===== src/rtl/ram_arb_pkg.sv =====
// Shared types and constants for the main-RAM arbiter between the 6502 core
// and the secondary (SD/video DMA) bus master.
package ram_arb_pkg;

  typedef enum logic [1:0] {
    S_IDLE = 2'd0,
    S_CPU  = 2'd1,
    S_DMA  = 2'd2
  } owner_e;

  localparam int WAIT_CNT_W       = 4;
  localparam int ADDR_W_DEF       = 16;
  localparam int DATA_W_DEF       = 8;
  localparam int DMA_MAX_WAIT_DEF = 4;

endpackage


===== src/rtl/arb_starve_cnt.sv =====
// Saturating starvation counter: counts consecutive cycles a pending DMA
// request loses to the CPU, and flags when the forced-slot limit is reached.
module arb_starve_cnt
  import ram_arb_pkg::*;
(
  input  logic                  clk_i,
  input  logic                  rst_n_i,
  input  logic                  req,
  input  logic                  lose,
  input  logic                  win,
  input  logic [WAIT_CNT_W-1:0] limit,
  output logic                  at_limit,
  output logic [WAIT_CNT_W-1:0] count
);

  // Clear when the request goes away or is served, otherwise count losses up to the limit
  always_ff @(posedge clk_i or negedge rst_n_i) begin
    if (!rst_n_i) begin
      count <= '0;
    end else if (!req || win) begin
      count <= '0;
    end else if (lose && (count < limit)) begin
      count <= count + WAIT_CNT_W'(1);
    end
  end

  assign at_limit = (count == limit);

endmodule


===== src/rtl/ram_arbiter.sv =====
// Main-RAM arbiter: fixed CPU priority with a starvation limiter that forces
// a DMA slot and stalls the CPU through RDY.
// Optional feature macro: ARB_PERF_CNT_EN (DMA grant and CPU stall counters).
module ram_arbiter
  import ram_arb_pkg::*;
#(
  parameter int ADDR_W       = ADDR_W_DEF,
  parameter int DATA_W       = DATA_W_DEF,
  parameter int DMA_MAX_WAIT = DMA_MAX_WAIT_DEF
) (
  input  logic              clk_i,
  input  logic              rst_n_i,
  input  logic              cpu_req_i,
  input  logic              cpu_we_i,
  input  logic [ADDR_W-1:0] cpu_addr_i,
  input  logic [DATA_W-1:0] cpu_wdata_i,
  output logic [DATA_W-1:0] cpu_rdata_o,
  output logic              cpu_rdy_o,
  input  logic              dma_req_i,
  input  logic              dma_we_i,
  input  logic [ADDR_W-1:0] dma_addr_i,
  input  logic [DATA_W-1:0] dma_wdata_i,
  output logic              dma_gnt_o,
  output logic              dma_rvalid_o,
  output logic [DATA_W-1:0] dma_rdata_o,
  output logic              ram_en_o,
  output logic              ram_we_o,
  output logic [ADDR_W-1:0] ram_addr_o,
  output logic [DATA_W-1:0] ram_wdata_o,
  input  logic [DATA_W-1:0] ram_rdata_i
`ifdef ARB_PERF_CNT_EN
  ,
  input  logic              perf_clr_i,
  output logic [15:0]       perf_dma_cnt_o,
  output logic [15:0]       perf_stall_cnt_o
`endif
);

  localparam logic [WAIT_CNT_W-1:0] LIMIT = WAIT_CNT_W'(DMA_MAX_WAIT);

  owner_e                owner;
  owner_e                owner_q;
  logic                  rd_q;
  logic                  at_limit;
  logic [WAIT_CNT_W-1:0] wait_cnt;
  logic [DATA_W-1:0]     cpu_hold_q;
  logic [DATA_W-1:0]     dma_hold_q;
  logic                  cpu_ret;

  arb_starve_cnt u_starve (
    .clk_i    (clk_i),
    .rst_n_i  (rst_n_i),
    .req      (dma_req_i),
    .lose     (dma_req_i && (owner == S_CPU)),
    .win      (owner == S_DMA),
    .limit    (LIMIT),
    .at_limit (at_limit),
    .count    (wait_cnt)
  );

  // Pick this cycle's owner and steer its request onto the RAM port
  always_comb begin
    owner       = S_IDLE;
    ram_en_o    = 1'b0;
    ram_we_o    = 1'b0;
    ram_addr_o  = '0;
    ram_wdata_o = '0;
    if (dma_req_i && (!cpu_req_i || at_limit)) begin
      owner       = S_DMA;
      ram_en_o    = 1'b1;
      ram_we_o    = dma_we_i;
      ram_addr_o  = dma_addr_i;
      ram_wdata_o = dma_wdata_i;
    end else if (cpu_req_i) begin
      owner       = S_CPU;
      ram_en_o    = 1'b1;
      ram_we_o    = cpu_we_i;
      ram_addr_o  = cpu_addr_i;
      ram_wdata_o = cpu_wdata_i;
    end
  end

  assign dma_gnt_o = (owner == S_DMA);
  assign cpu_rdy_o = !(cpu_req_i && (owner == S_DMA));

  // Remember who owned the RAM and whether it was a read, for routing the return data
  always_ff @(posedge clk_i or negedge rst_n_i) begin
    if (!rst_n_i) begin
      owner_q <= S_IDLE;
      rd_q    <= 1'b0;
    end else begin
      owner_q <= owner;
      rd_q    <= (owner != S_IDLE) && !ram_we_o;
    end
  end

  assign cpu_ret      = rd_q && (owner_q == S_CPU);
  assign dma_rvalid_o = rd_q && (owner_q == S_DMA);
  assign cpu_rdata_o  = cpu_ret ? ram_rdata_i : cpu_hold_q;
  assign dma_rdata_o  = dma_rvalid_o ? ram_rdata_i : dma_hold_q;

  // Hold the last returned read value for each master between returns
  always_ff @(posedge clk_i or negedge rst_n_i) begin
    if (!rst_n_i) begin
      cpu_hold_q <= '0;
      dma_hold_q <= '0;
    end else begin
      if (cpu_ret)      cpu_hold_q <= ram_rdata_i;
      if (dma_rvalid_o) dma_hold_q <= ram_rdata_i;
    end
  end

`ifdef ARB_PERF_CNT_EN
  // Count DMA grants and CPU stall cycles; clear wins over increment
  always_ff @(posedge clk_i or negedge rst_n_i) begin
    if (!rst_n_i) begin
      perf_dma_cnt_o   <= '0;
      perf_stall_cnt_o <= '0;
    end else if (perf_clr_i) begin
      perf_dma_cnt_o   <= '0;
      perf_stall_cnt_o <= '0;
    end else begin
      if (dma_gnt_o)  perf_dma_cnt_o   <= perf_dma_cnt_o + 16'd1;
      if (!cpu_rdy_o) perf_stall_cnt_o <= perf_stall_cnt_o + 16'd1;
    end
  end
`endif

endmodule


===== config.mk =====
export PLATFORM = sky130hd
export DESIGN_NAME = ram_arbiter
export DESIGN_NICKNAME = d
export VERILOG_FILES = /design/src/rtl/ram_arb_pkg.sv /design/src/rtl/arb_starve_cnt.sv /design/src/rtl/ram_arbiter.sv
export SDC_FILE = /design/constraint.sdc
export NUM_CORES = 1
export LEC_CHECK = 0
export ABC_AREA = 1
export ABC_CLOCK_PERIOD_IN_PS = 2160
export BUFFER_PORTS_ARGS = -buffer_cell sky130_fd_sc_hd__buf_2
export CORE_UTILIZATION = 41
export CTS_CLUSTER_DIAMETER = 30
export CTS_CLUSTER_SIZE = 10
export DETAILED_ROUTE_END_ITERATION = 16
export PLACE_DENSITY = 0.85
export SLEW_MARGIN = 20
export SYNTH_ARGS = -nofsm -noshare
export SYNTH_HDL_FRONTEND = slang
export SYNTH_HIERARCHICAL = 1
export SYNTH_SLANG_ARGS = --single-unit

===== constraint.sdc =====
create_clock -name clk_i -period 2.16 [get_ports clk_i]
set_input_delay 0.54 -clock clk_i [delete_from_list [all_inputs] [get_ports clk_i]]
set_output_delay 0.54 -clock clk_i [all_outputs]
set_load 0.05 [all_outputs]

# ---- Word level (Yosys, flattened, before mapping)
# Cells that the tools add are included.
dict set report totals {
  out_inout_bits 45
  memories 0
  ramBits 0
  latchBits 0
  reg_bits 23
  rom_bits 0
  wordCells 41
}
dict set report op_classes {
  reduce_logical 15
  shift 0
  eq_ne 5
  n_bitwise 0
  n_div 0
  n_addsub 1
  n_lt_le_gt_ge 1
  mul 0
  n_mux 14
}
# operator count
set op_table {}
lappend op_table {{16-bit 2-to-1 mux} 2}
lappend op_table {{8-bit 2-to-1 mux} 4}
lappend op_table {{4-bit 2-to-1 mux} 2}
lappend op_table {{1-bit logical AND} 7}
lappend op_table {{1-bit 2-to-1 mux} 5}
lappend op_table {{4-bit by 1-bit adder with 4-bit output (second input constant)} 1}
lappend op_table {{2-bit by 1-bit == test with 1-bit output (second input constant)} 2}
lappend op_table {{2-bit == test (second input constant)} 2}
lappend op_table {{4-bit by 3-bit == test with 1-bit output (second input constant)} 1}
lappend op_table {{1-bit logical NOT} 4}
lappend op_table {{4-bit by 3-bit < comparator with 1-bit output (second input constant)} 1}
lappend op_table {{2-bit nonzero test} 2}
lappend op_table {{1-bit logical OR} 2}
lappend op_table {{2-bit 2-to-1 mux} 1}

# ---- Logic depth before layout (Yosys ltp)
# Gate-level depths: netlist of the first run.
dict set report logic_depth {
  ltp_word 9
  mapped_depth 14
}

# ---- Hierarchy
# The synthesis of the first run kept the hierarchy.
# mod n_inst cells_per_inst area_per_inst_um2
set by_module_without_submodules {}
lappend by_module_without_submodules {ram_arbiter 1 165 1166.1}
lappend by_module_without_submodules {arb_starve_cnt 1 54 381.6}

# ---- Least setup slack after synthesis of the first run
# Ideal clock, no wire load.
dict set report synth_path {
  path_kind {reg2out}
  startpoint {register owner_q[1]}
  endpoint {output cpu_rdata_o[0]}
  stages_incl_launch_ff 5
  slack_ns -0.213
  arrival_ns 1.833
  cell_sequence {dfrtp_1 > inv_1 > nand3_2 > buf_2 > o21ai_0}
}
dict set report synth_between {
  elab_chain_cells 3
}
# item line_no
set synth_lines {}
lappend synth_lines {{from (decl)} ram_arbiter.sv:42} ;# owner_e owner_q;
lappend synth_lines {{from (signal assigned)} ram_arbiter.sv:92} ;# owner_q <= owner;
lappend synth_lines {{2-bit by 1-bit == test with 1-bit output} ram_arbiter.sv:97} ;# assign cpu_ret = rd_q && (owner_q == S_CPU);
lappend synth_lines {{1-bit logical AND} ram_arbiter.sv:97}
lappend synth_lines {{8-bit 2-to-1 mux} n/a}
lappend synth_lines {{to (decl)} ram_arbiter.sv:17} ;# output logic [DATA_W-1:0] cpu_rdata_o,
# No other way between the ends.

# ---- Worst setup path after layout of the first run
dict set report layout_path {
  startpoint {register u_starve.count[3]}
  endpoint {output ram_addr_o[4]}
}
dict set report layout_between {
  elab_chain_cells 4
}
# item line_no
set layout_lines {}
lappend layout_lines {{from (decl)} arb_starve_cnt.sv:13} ;# output logic [WAIT_CNT_W-1:0] count
lappend layout_lines {{from (signal assigned)} arb_starve_cnt.sv:23} ;# count <= count + WAIT_CNT_W'(1);
lappend layout_lines {{4-bit by 3-bit == test with 1-bit output} arb_starve_cnt.sv:27} ;# assign at_limit = (count == limit);
lappend layout_lines {{net at_limit} ram_arbiter.sv:44} ;# logic at_limit;
lappend layout_lines {{1-bit logical OR} ram_arbiter.sv:68} ;# if (dma_req_i && (!cpu_req_i || at_limit)) begin
lappend layout_lines {{1-bit logical AND} ram_arbiter.sv:68}
lappend layout_lines {{16-bit 2-to-1 mux} ram_arbiter.sv:68}
lappend layout_lines {{to (decl)} ram_arbiter.sv:28} ;# output logic [ADDR_W-1:0] ram_addr_o,
# The timed path passes the listed nets, and every way through them passes these cells.

==> out/results.txt, run 1 <==
The top-level I/O count was 107. The synthesized design devotes to its leading area cell type 37.2% of total area. Final hold analysis gives a worst-case slack of 228 ps. Summing the areas of all compound-gate instances in the mapped netlist gives 7.11% of the synthesized area. The post-layout total power is 1.87 mW, and the CTS clock-pin slew for the worst setup and hold paths is 80 ps.

Dividing the detail-routed via count by the number of cells gives 5.28. The logs give 0 for the final hold violation count and 374 for the total placed cells including tap cells. The worst setup path is of the reg2out kind. The final setup slack of the worst path was -283 ps; the flip-flop and latch count after synthesis was 23.

The routed wire length came out at 6.35 mm. The die covers 4020 µm². At the worst endpoint, the arrival time is 1900 ps. For the worst-skew pair, the clock arrives at the later sink with an insertion delay of 270 ps. The clock arrives with 5.35 ps of skew. Leaving out fill and tap cells, the most frequent cells in the layout are buf_2 (79), nand2_1 (42), nand2_2 (38), nand3_1 (24).

The run gives 66.4% as the relative max-transition margin. The clock period minus worst slack is 2440 ps. The detailed-routing iteration count for the pre-antenna-repair pass is 4. The total vias in the final route was 2075; the final HPWL from detailed placement was 3.31 mm. During synthesis, Yosys emitted a total of 6 warnings. The number of antenna violations at the first check in global routing is 0.

STA puts the critical path data required time at 1620 ps. Counting every sink on the clock net gives 23. Counting stages on the worst path, the most repeated cell is nand2_4.

For the number of global-route vias before repair, the log shows 1923. After detailed routing, the average wire length per cell comes to 16.1 µm. Together, buffers and inverters on the worst path number 3. The critical path goes through ha_4 > nand2_4 > nor2_4 > inv_2 > nand2_8 > buf_4 > nand2_4 > nand3_1 > nand2_1 > buf_6.

The run finished, with violations left. The synthesized netlist occupies a cell area of 1550 µm². The post-synthesis share of cell area spent on full adders, half adders and majority gates is 4.04%, and the core box area is 3470 µm².

The area added between synthesis and finish was 85.9%. The max-cap check violation count came out at 0. Commonest non-fill, non-tap cell in the layout: buf_2.

A synthesized cell averages 7.07 µm². The global placement routability congestion is 0.824, and the final-report max-slew violation count is 0. Global routing finished with a remaining overflow of 0.

The maximum fanout along the worst path is 6. Simple logic cell fraction of the synthesized area: 39.0%. Of all cell types, the one taking the most synthesized area is dfrtp_1.

Count of buffers from port buffering: 106. The worst setup path is captured at an output port. After routing, the total negative slack on setup checks comes to -5950 ps.

The pin count of the biggest net entering global routing was 29; the number of failing setup endpoints in the final timing report was 27. The die is 63.4 µm tall. For the pin with the worst max-slew slack, the measured transition is 503 ps. The level count of the clock H-tree was 1; the maximum clock path buffer count was 2. Main combinational cell family by area after synthesis: simple AND/OR/NAND/NOR gates.

The longest individual stage delay on the worst path is 420 ps, and the fill cell total of the finished layout is 198. The root buffer cell chosen for the clock tree is clkbuf_8. Once detail routing completed, the nets flagged for antenna violations numbered 0. Row generation in the floorplan step produced 21 rows. The analysis attributes to cell leakage a power of 1.58 nW.

From left edge to right edge, the die measures 63.4 µm. The final routed DRC violation total is 0. The class of the most critical hold timing path was in2async. For the count of mapped cells out of synthesis, the log shows 219.

The critical path's slowest cell was dfrtp_1. For the share of synthesized area occupied by flip-flops and latches, the log shows 37.2%. Dividing the final minimum period by the clock period gives 113%. The run gives 393 as the final instance count without filler cells.

The tools report the maximum VDD drop as 0.339 mV. Setup repair after global routing could not meet its margin everywhere. TritonCTS built the clock tree. The repair_antennas step left the layout with diodes totalling 0.

In the global route stage, overall resource usage came out at 25.8%. The run gives 23 as the unique cell type count in the Yosys netlist. By area the synthesized netlist is led by dfrtp_1 (37%), nand2_1 (20%), nand3_1 (9.7%). Summing the areas of all xor and xnor instances in the mapped netlist gives 0% of the synthesized area. The first global-routing pass estimated 8.20 mm of wire. The net count of the finished layout is 415.

The worst setup path is launched from a flip-flop. In this run the power density over the cells is 651 nW/µm². The top cell family by delay on the critical path is simple AND/OR/NAND/NOR gates. For this configuration, the core starts out at a cell density of 44.6%.

In the final layout, the share of cells above drive strength 1 is 60.8%. The run gives 3 as the total clock buffers created by CTS. The checks that failed: negative setup slack. Derived from the worst setup path, the maximum achievable clock frequency is 0.409 GHz. The violation count after the first detailed-route iteration is 143, and the share of cell area taken by muxes after synthesis is 0%.
==> area by class of cell <==
type	count	area (µm²)	share of cell area, %
timing repair inverter	2	32.5	1.13
inverter	30	124	4.30
sequential	23	576	20.0
tap	46	57.6	2.00
multi-input combinational	162	1090	37.8
timing repair buffer	126	953	33.1
clock buffer	3	41.3	1.43
clock inverter	1	5.00	0.174
==> per-layer routing <==
layer	vias up	global-route usage, %	part of all wire, %
met1	957	24.9	33
li1	938	-	-
met5	-	0	0
met4	0	16.8	6.6
met3	39	3.62	6.9
met2	141	50.0	53
==> flip-flops by register name, summed over array words and instances (netlist names) <==
register and flops:
rd_q 1, cpu_hold_q 8, owner_q 2, u_starve/count 4, dma_hold_q 8
==> report_power, final <==
part           leakage (nW)  switching, mW  internal, mW
sequential            0.288         0.0255         0.510
combinational          1.27          0.743         0.328
clock                0.0255          0.139         0.129
total                  1.58          0.907         0.966
==> per-stage QoR <==
step | util, % | setup slack (ps) | area (µm²)
4_1_cts | 74.9 | -230 | 2600
6_report | 83.0 | -283 | 2880
3_3_place_gp | 63.6 | -135 | 2210
2_1_floorplan | - | -213 | 1600
3_5_place_dp | 63.6 | -173 | 2210
5_1_grt | 83.0 | -328 | 2880
==> synth_stat cells <==
cell / count
nand2_1: 82
nand3_1: 30
inv_1: 26
dfrtp_1: 23
nor2_1: 8
o21ai_2: 8
o21ai_0: 7
ha_1: 5
nand2_2: 5
nand4_1: 4
buf_2: 3
buf_4: 3
buf_6: 3
conb_1: 2
inv_2: 2
clkinv_1: 1
inv_6: 1
nand2_4: 1
nand3_2: 1
nor2_2: 1
nor2_4: 1
nor2_8: 1
o21ai_1: 1
==> path summary, 6_finish.rpt <==
path / startpoint / to / slack, ps / depth (start not counted)
max reg2reg: u_starve/count[2] / u_starve/count[3] / 30 / 15
min: rst_n_i / dma_hold_q[7] / 230 / 1
min reg2reg: dma_hold_q[0] / dma_hold_q[0] / 470 / 2
max in group asynchronous: rst_n_i / dma_hold_q[5] / 1590 / 1
min in group clk_i: dma_hold_q[0] / dma_hold_q[0] / 470 / 2
max: u_starve/count[3] / ram_addr_o[4] / -280 / 10
==> what timing repair did <==
| action | 4_1_cts | 5_1_grt |
|---|---|---|
| setup buffers | 7 | 7 |
| pin swaps | 10 | 13 |
| cloned | 4 | 1 |
| gates resized for setup | 77 | 56 |
| hold buffers | 0 | 0 |
| endpoints found under the setup margin | 27 | 45 |
==> cell families after synthesis <==
| group | after synthesis |
|---|---|
| and+or+nand+nor | 134 |
| buffers and inverters | 39 |
| DFF | 23 |
| AOI/OAI and AO/OA | 16 |
| adders and majority gates | 5 |
| other | 2 |
Note: power is estimated with default switching activity, not from simulation.
==> run 2: changes to the inputs <==
Settings changed: SKIP_CTS_REPAIR_TIMING from default to 1.
==> run 2 against run 1 <==
Net effect:
- the run still ends with negative setup slack left
- power fell by 3.3%
- clock power fell by 3%
- register-to-register slack got worse by 50 ps
- maximum frequency fell by 2.2%
- utilization fell by 3.8 points
- critical path depth did not move
- die area did not move
- clock skew fell by 4.2 ps
- sequential share of layout area rose by 0.97 points
- worst setup slack got worse by 54 ps
- wire length fell by 13%
- worst hold slack improved by 7.9 ps
- critical endpoint is now ram_addr_o[0]
- largest cell class unchanged
- highest routed layer unchanged
==> out/results.txt, run 2 (synthesis results as in run 1) <==
The total clock buffers created by CTS was 3 (unchanged). The setup clock skew after layout was 1.18 ps (-4.17 ps); the total vias in the final route was 1935 (-6.7%). The logs give 0.401 GHz (-2.2%) for the upper clock frequency limit and 29 (unchanged) for the pin count of the biggest net entering global routing. The number of global-route vias before repair is 1670 (-13%). The checks that failed: negative setup slack.

The final HPWL from detailed placement was 3.31 mm (unchanged). The top-level I/O count was 107 (unchanged); the routed via count divided by cell count was 4.97 (-5.8%). Worst reg-to-reg path cell count: 15 (unchanged). The leftover overflow at the end of global routing is 0 (unchanged). By instance count, the cell type seen most on the critical path is nand2_2. The worst setup path is of the reg2out kind. Final-report max-slew violation count: 0 (unchanged). The largest individual stage delay along the critical path comes from the cell dfrtp_1. TritonCTS built the clock tree. The tools report the level count of the clock H-tree as 1 (unchanged). In the final layout, the registers with the most flip-flops are cpu_hold_q x8, dma_hold_q x8, u_starve/count x4.

The antenna diode count came out at 0 (unchanged). The post-detailed-route wirelength per cell is 14.2 µm (-12%), and the maximum VDD drop is 0.318 mV (-6.2%). The CTS clock-pin slew for the worst setup and hold paths was 80 ps (about the same). The cell-internal power is 0.946 mW (-2.1%). In the layout the commonest cells are buf_2 (79), nand2_1 (59), nand2_2 (26), inv_1 (24), nand3_1 (24). The portion of total power attributed to sequential cells is 29.5% (+0.9 points), and the period utilization is 116% (+2.5 points). For the cell row count, the log shows 21 (unchanged). The maximum fanout along the worst path works out to 7 (+1). Traced cell by cell, the critical path runs through ha_4 > nand2_2 > nor2_1 > inv_1 > nand2_4 > nand2_8 > buf_12 > nand3_2 > nand2_2 > buf_6. The logs give 21.0% (-4.8 points) for the overall track demand over capacity in global routing and 0.865 mW (-4.6%) for the total net switching power. The initial core utilization is 44.6% (unchanged). For the violation count after the first detailed-route iteration, the log shows 69 (-52%). The post-layout total power was 1.81 mW (-3.3%).

Leaving out fill and tap cells, the most frequent cell in the layout is buf_2. Floorplan die height: 63.4 µm (unchanged). The combinational power share came out at 56.2% (-1.0 points).

Clock period minus worst slack: 2500 ps (+53.9 ps). Broken down by cell family, the worst path's largest delay share belongs to simple AND/OR/NAND/NOR gates. The tools report the final setup slack of the worst path as -337 ps (-53.9 ps). In this run the worst hold path is classified as in2async.

Setup repair after global routing could not meet its margin everywhere. The area added between synthesis and finish works out to 77.4%. In this run the clock root is driven by a clkbuf_8. The tools report the area of the die as 4020 µm² (unchanged). The run gives 236 ps (+7.92 ps) as the worst-case hold slack.

Core box area: 3470 µm² (unchanged). The flow ran to the end, but the final reports show violations. For the number of antenna violations at the first check in global routing, the log shows 0 (unchanged).

The longest individual stage delay on the worst path works out to 430 ps (about the same). The number of nets with antenna violations after detailed routing is 0 (unchanged). The global placement routability congestion is 0.824 (unchanged). STA classifies the critical path endpoint as an output port. The number of nets in the final layout was 411 (-0.96%); the share of the core filled with cells was 79.1% (-3.8 points).

The run gives 1620 ps (about the same) as the critical path data required time. The final routed DRC violation total was 0 (unchanged); the final hold violation count was 0 (unchanged). The tools report the type of origin of the critical path as a flip-flop.

The net switching fraction of the power was 47.8% (-0.67 points); the critical path buffer and inverter count was 3 (unchanged). The routed wire length is 5.52 mm (-13%), and the total number of clock tree sinks is 23 (unchanged). The run gives 1960 ps (+60 ps) as the data arrival time of the critical path. The portion of total power attributed to the clock network is 14.3% (about the same), and the max-cap check violation count is 0 (unchanged). The count of buffers from port buffering is 106 (unchanged), and the clock insertion delay at the later pin of the skew report is 260 ps (about the same).

The fraction of layout cells with a size suffix above 1 is 54.5% (-6.3 points). The horizontal die dimension works out to 63.4 µm (unchanged). The power per cell area came out at 660 nW/µm² (+1.4%). The maximum clock path buffer count is 2 (unchanged). The run gives 28 (+3.7%) as the number of failing setup endpoints in the final timing report.

The detailed-routing iteration count for the pre-antenna-repair pass is 4 (unchanged), and the cell count along the critical path is 10 (unchanged). The run gives 6.73 mm (-18%) as the global-route wire length before repair. For the leakage power, the log shows 1.53 nW (-3.1%).
-- run 2: cell types whose count changed in the layout (fill, tap and decap cells not counted), sizes merged --
cell | before | now
buf | 126 | 123
clkinv | 4 | 3
-- run 2: power by group through the flow --
stage               logic, mW  registers (mW)  clock network [mW]
floorplan               0.651           0.538                   0
global placement        0.854           0.537                   0
detailed placement      0.864           0.541                   0
CTS                     0.865           0.532               0.264
global route             1.07           0.543               0.280
finish                   1.02           0.535               0.259
-- run 2: final timing paths --
| check | from | endpoint | slack, ps |
|---|---|---|---|
| min in group clk_i | dma_hold_q[0] | dma_hold_q[0] | 470 |
| worst max register to register | u_starve/count[2] | u_starve/count[3] | -20 |
| worst min-delay path | rst_n_i | dma_hold_q[7] | 240 |
| worst min register to register | dma_hold_q[0] | dma_hold_q[0] | 470 |
| max in group asynchronous | rst_n_i | cpu_hold_q[5] | 1590 |
| worst max-delay path | u_starve/count[3] | ram_addr_o[0] | -340 |
-- run 2: layout make-up --
type                    instances  area, µm²
repair inverters                1       16.3
inverters                      30        133
clock inverters                 1       5.00
multi-input cells             162        997
well taps                      46       57.6
clock buffers                   3       41.3
flip-flops and latches         23        576
fillers                       221        723
repair buffers                123        920
-- run 2: routing by layer --
metal,routed length (µm),GRT usage [%]
met2,3120,43.0
met5,0,0
met1,1900,20.6
met4,202,7.39
met3,306,3.26
-- run 2: worst reg2reg max path, stage by stage (launching register included) --
cell and delay, ps:
dfrtp_1 430, ha_4 230, nand2_2 70, nor2_1 50, inv_1 100, nand2_4 90, nand2_8 160, buf_12 140
clkinvlp_4 90, buf_4 130, buf_4 150, nor2_8 120, inv_2 50, nor2_2 140, nand2_1 90, nand2_1 80
-- run 2: through the flow --
step,std cells,TNS (ps),cell area [µm²],setup slack [ps]
6_report,389,-7390,2750,-337
3_3_place_gp,374,-2190,2210,-135
4_1_cts,378,-11220,2250,-467
5_1_grt,389,-8810,2750,-370
3_5_place_dp,374,-3280,2210,-173
2_1_floorplan,221,-1490,1600,-213
==> run 3: changes to the inputs <==
Settings changed: ABC_CLOCK_PERIOD_IN_PS 2160 to 2100, CORE_UTILIZATION 41 to 37, PLACE_DENSITY 0.85 to 0.81, SETUP_SLACK_MARGIN from default to 0.15.
Clock period 2.16 ns to 2.1 ns, I/O delays scaled along.
==> run 3 against run 2 <==
Net effect:
- the run ends with design-rule violations, negative setup slack left
- power up 21%
- via count increased by 9.5%
- cell count is 3.6% higher
- combinational power up 32%
- critical path depth stayed put
- sequential power rose by 7.3%
- final area rose by 25%
- global-route usage shrank 2.7 points
- first-iteration DRC count is 90% higher
- register-to-register slack about the same
- clock skew grew 2.7 ps
- die area grew 10%
- largest power group unchanged
==> out/results.txt, run 3 (synthesis results as in run 1) <==
Relative to the synthesized area, the layout overhead comes to 122%. The level count of the clock H-tree was 1 (unchanged); the upper clock frequency limit was 0.409 GHz. TritonCTS built the clock tree. The maximum fanout along the worst path was 7 (unchanged); the routed via count divided by cell count was 5.26 (+5.7%). The fill cell total of the finished layout was 185 (-16%). Layer with the highest usage after global routing: met2. The power per cell area was 640 nW/µm² (-2.9%); the violation count after the first detailed-route iteration was 131 (+90%). Initial core utilization: 38.7% (-5.9 points). The instance area at placement came out at 2360 µm² (+6.9%). The total clock buffers created by CTS was 3 (unchanged). The library cell used most frequently in the layout, excluding fill and tap cells, is buf_2. The clock insertion delay at the later pin of the skew report was 260 ps (about the same); the setup clock skew after layout was 3.84 ps (+2.66 ps). The number of nets in the final layout is 421 (+2.4%), and the number of nets with antenna violations after detailed routing is 0 (unchanged). The top-level I/O count is 107 (unchanged), and the period utilization is 116%. The tools report the routed wire length as 7.09 mm (+28%). The maximum clock path buffer count is 2 (unchanged), and the fraction of layout cells with a size suffix above 1 is 71.1% (+17 points). The leftover overflow at the end of global routing was 0 (unchanged); the number of failing setup endpoints in the final timing report was 28 (unchanged). Max-cap check violation count: 0 (unchanged).

The final hold violation count was 0 (unchanged); the met1 layer usage reported by global route was 19.6% (-0.97 points). The critical path buffer and inverter count was 3 (unchanged). The root buffer cell chosen for the clock tree is clkbuf_8. The count of buffers from port buffering was 106 (unchanged). The run gives -275 ps (-102 ps) as the pre-CTS setup slack. The clock period minus worst slack is 2450 ps.

The final reports fail on design-rule violations, negative setup slack. The total vias in the final route was 2118 (+9.5%). The critical path data required time came out at 1570 ps (-50 ps).

Among all stages on the critical path, the largest delay is contributed by dfrtp_1. The leakage power is 1.81 nW (+18%), and the slew at the pin closest to its max-slew limit is 509 ps. The final HPWL from detailed placement is 3.24 mm (-1.9%), and the relative max-transition margin is 66.1%.

For the final-report max-slew violation count, the log shows 0 (unchanged). The detailed-routing iteration count for the pre-antenna-repair pass was 12 (+8). The horizontal die dimension was 66.7 µm (+5.1%); the CTS clock-pin slew for the worst setup and hold paths was 80 ps (about the same). On the critical path the largest part of the delay comes from simple AND/OR/NAND/NOR gates.

Global placement routability congestion: 0.798 (-3.1%). The cell row count is 23 (+9.5%). The longest individual stage delay on the worst path is 430 ps (about the same), and the total non-filler cell area in the finished layout is 3430 µm² (+25%). The run gives 0 (unchanged) as the antenna diode count. The tools report the total number of clock tree sinks as 23 (unchanged).

The kind of critical path was reg2out. The core box area is 4000 µm² (+15%), and the final routed DRC violation total is 2 (+2). The area of the die was 4450 µm² (+10%). The pin count of the biggest net entering global routing was 29 (unchanged). Overall track demand over capacity in global routing: 18.4% (-2.7 points). The tools report the met3 usage in global routing as 4.11% (+0.85 points).

The tools report the type of origin of the critical path as a flip-flop. The global-route met2 utilization was 35.1% (-7.9 points). The class of the most critical hold timing path was in2async.

STA classifies the critical path endpoint as an output port. The global-route wire length before repair came out at 6.23 mm (-7.5%). Floorplan die height: 66.7 µm (+5.1%). The final setup slack of the worst path is -345 ps (-8.94 ps). The run gives 0 (unchanged) as the number of antenna violations at the first check in global routing. The data arrival time of the critical path was 1920 ps (-40 ps). The top cell types in the final layout, fill and taps aside, are buf_2 (62), nand2_4 (48), buf_8 (26), buf_4 (23).

Setup repair after global routing could not meet its margin everywhere. The run finished, with violations left. The number of global-route vias before repair was 1500 (-10%); the post-detailed-route wirelength per cell was 17.6 µm (+24%). Traced cell by cell, the critical path runs through ha_4 > nand2_4 > nor2_4 > inv_2 > nand2_8 > nand2_8 > inv_16 > nand2_2 > nand2_2 > buf_8. The maximum VDD drop is 0.338 mV (+6.4%). The largest registers in the layout are cpu_hold_q x8, dma_hold_q x8, u_starve/count x4.
[run 3: area by class of cell]
cell class	count	area [µm²]	area share, %
Clock buffer	3	41.3	1.20
Clock inverter	1	5.00	0.146
Inverter	30	135	3.94
Multi-Input combinational cell	166	1500	43.6
Sequential cell	23	578	16.8
Tap cell	50	62.6	1.82
Timing Repair Buffer	127	1060	31.0
Timing Repair inverter	3	48.8	1.42
[run 3: path summary, 6_finish.rpt]
path / start / slack, ps / endpoint / depth (start not counted)
worst min register to register: cpu_hold_q[6] / 480 / cpu_hold_q[6] / 2
worst max register to register: u_starve/count[2] / -30 / u_starve/count[3] / 15
worst min-delay path: rst_n_i / 220 / dma_hold_q[5] / 1
worst max-delay path: u_starve/count[3] / -350 / ram_addr_o[0] / 10
max in group asynchronous: rst_n_i / 1510 / owner_q[0] / 1
min in group clk_i: cpu_hold_q[6] / 480 / cpu_hold_q[6] / 2
[run 3: per-layer routing]
metal	up-vias	wire, µm	share of wire (%)
met1	991	2380	33
li1	957	-	-
met5	-	0	0
met2	133	3900	55
met4	0	353	5.0
met3	37	464	6.5
[run 3: where the power goes]
group | total (mW) | switching (mW) | internal [mW]
Combinational | 1.35 | 0.855 | 0.493
Clock | 0.275 | 0.143 | 0.132
Sequential | 0.574 | 0.0490 | 0.525
Total | 2.20 | 1.05 | 1.15
[run 3: stage by stage]
step / hold WS, ps / cells / util (%) / total power, mW / TNS, ps
CTS: 235 / 384 / 60.1 / 1.76 / -13920
detailed placement: 456 / 380 / 58.9 / 1.49 / -5820
global placement: 450 / 380 / 58.9 / 1.47 / -4680
global route: 261 / 403 / 85.8 / 2.29 / -9810
finish: 221 / 403 / 85.8 / 2.20 / -7970
floorplan: 229 / 221 / - / 1.27 / 0
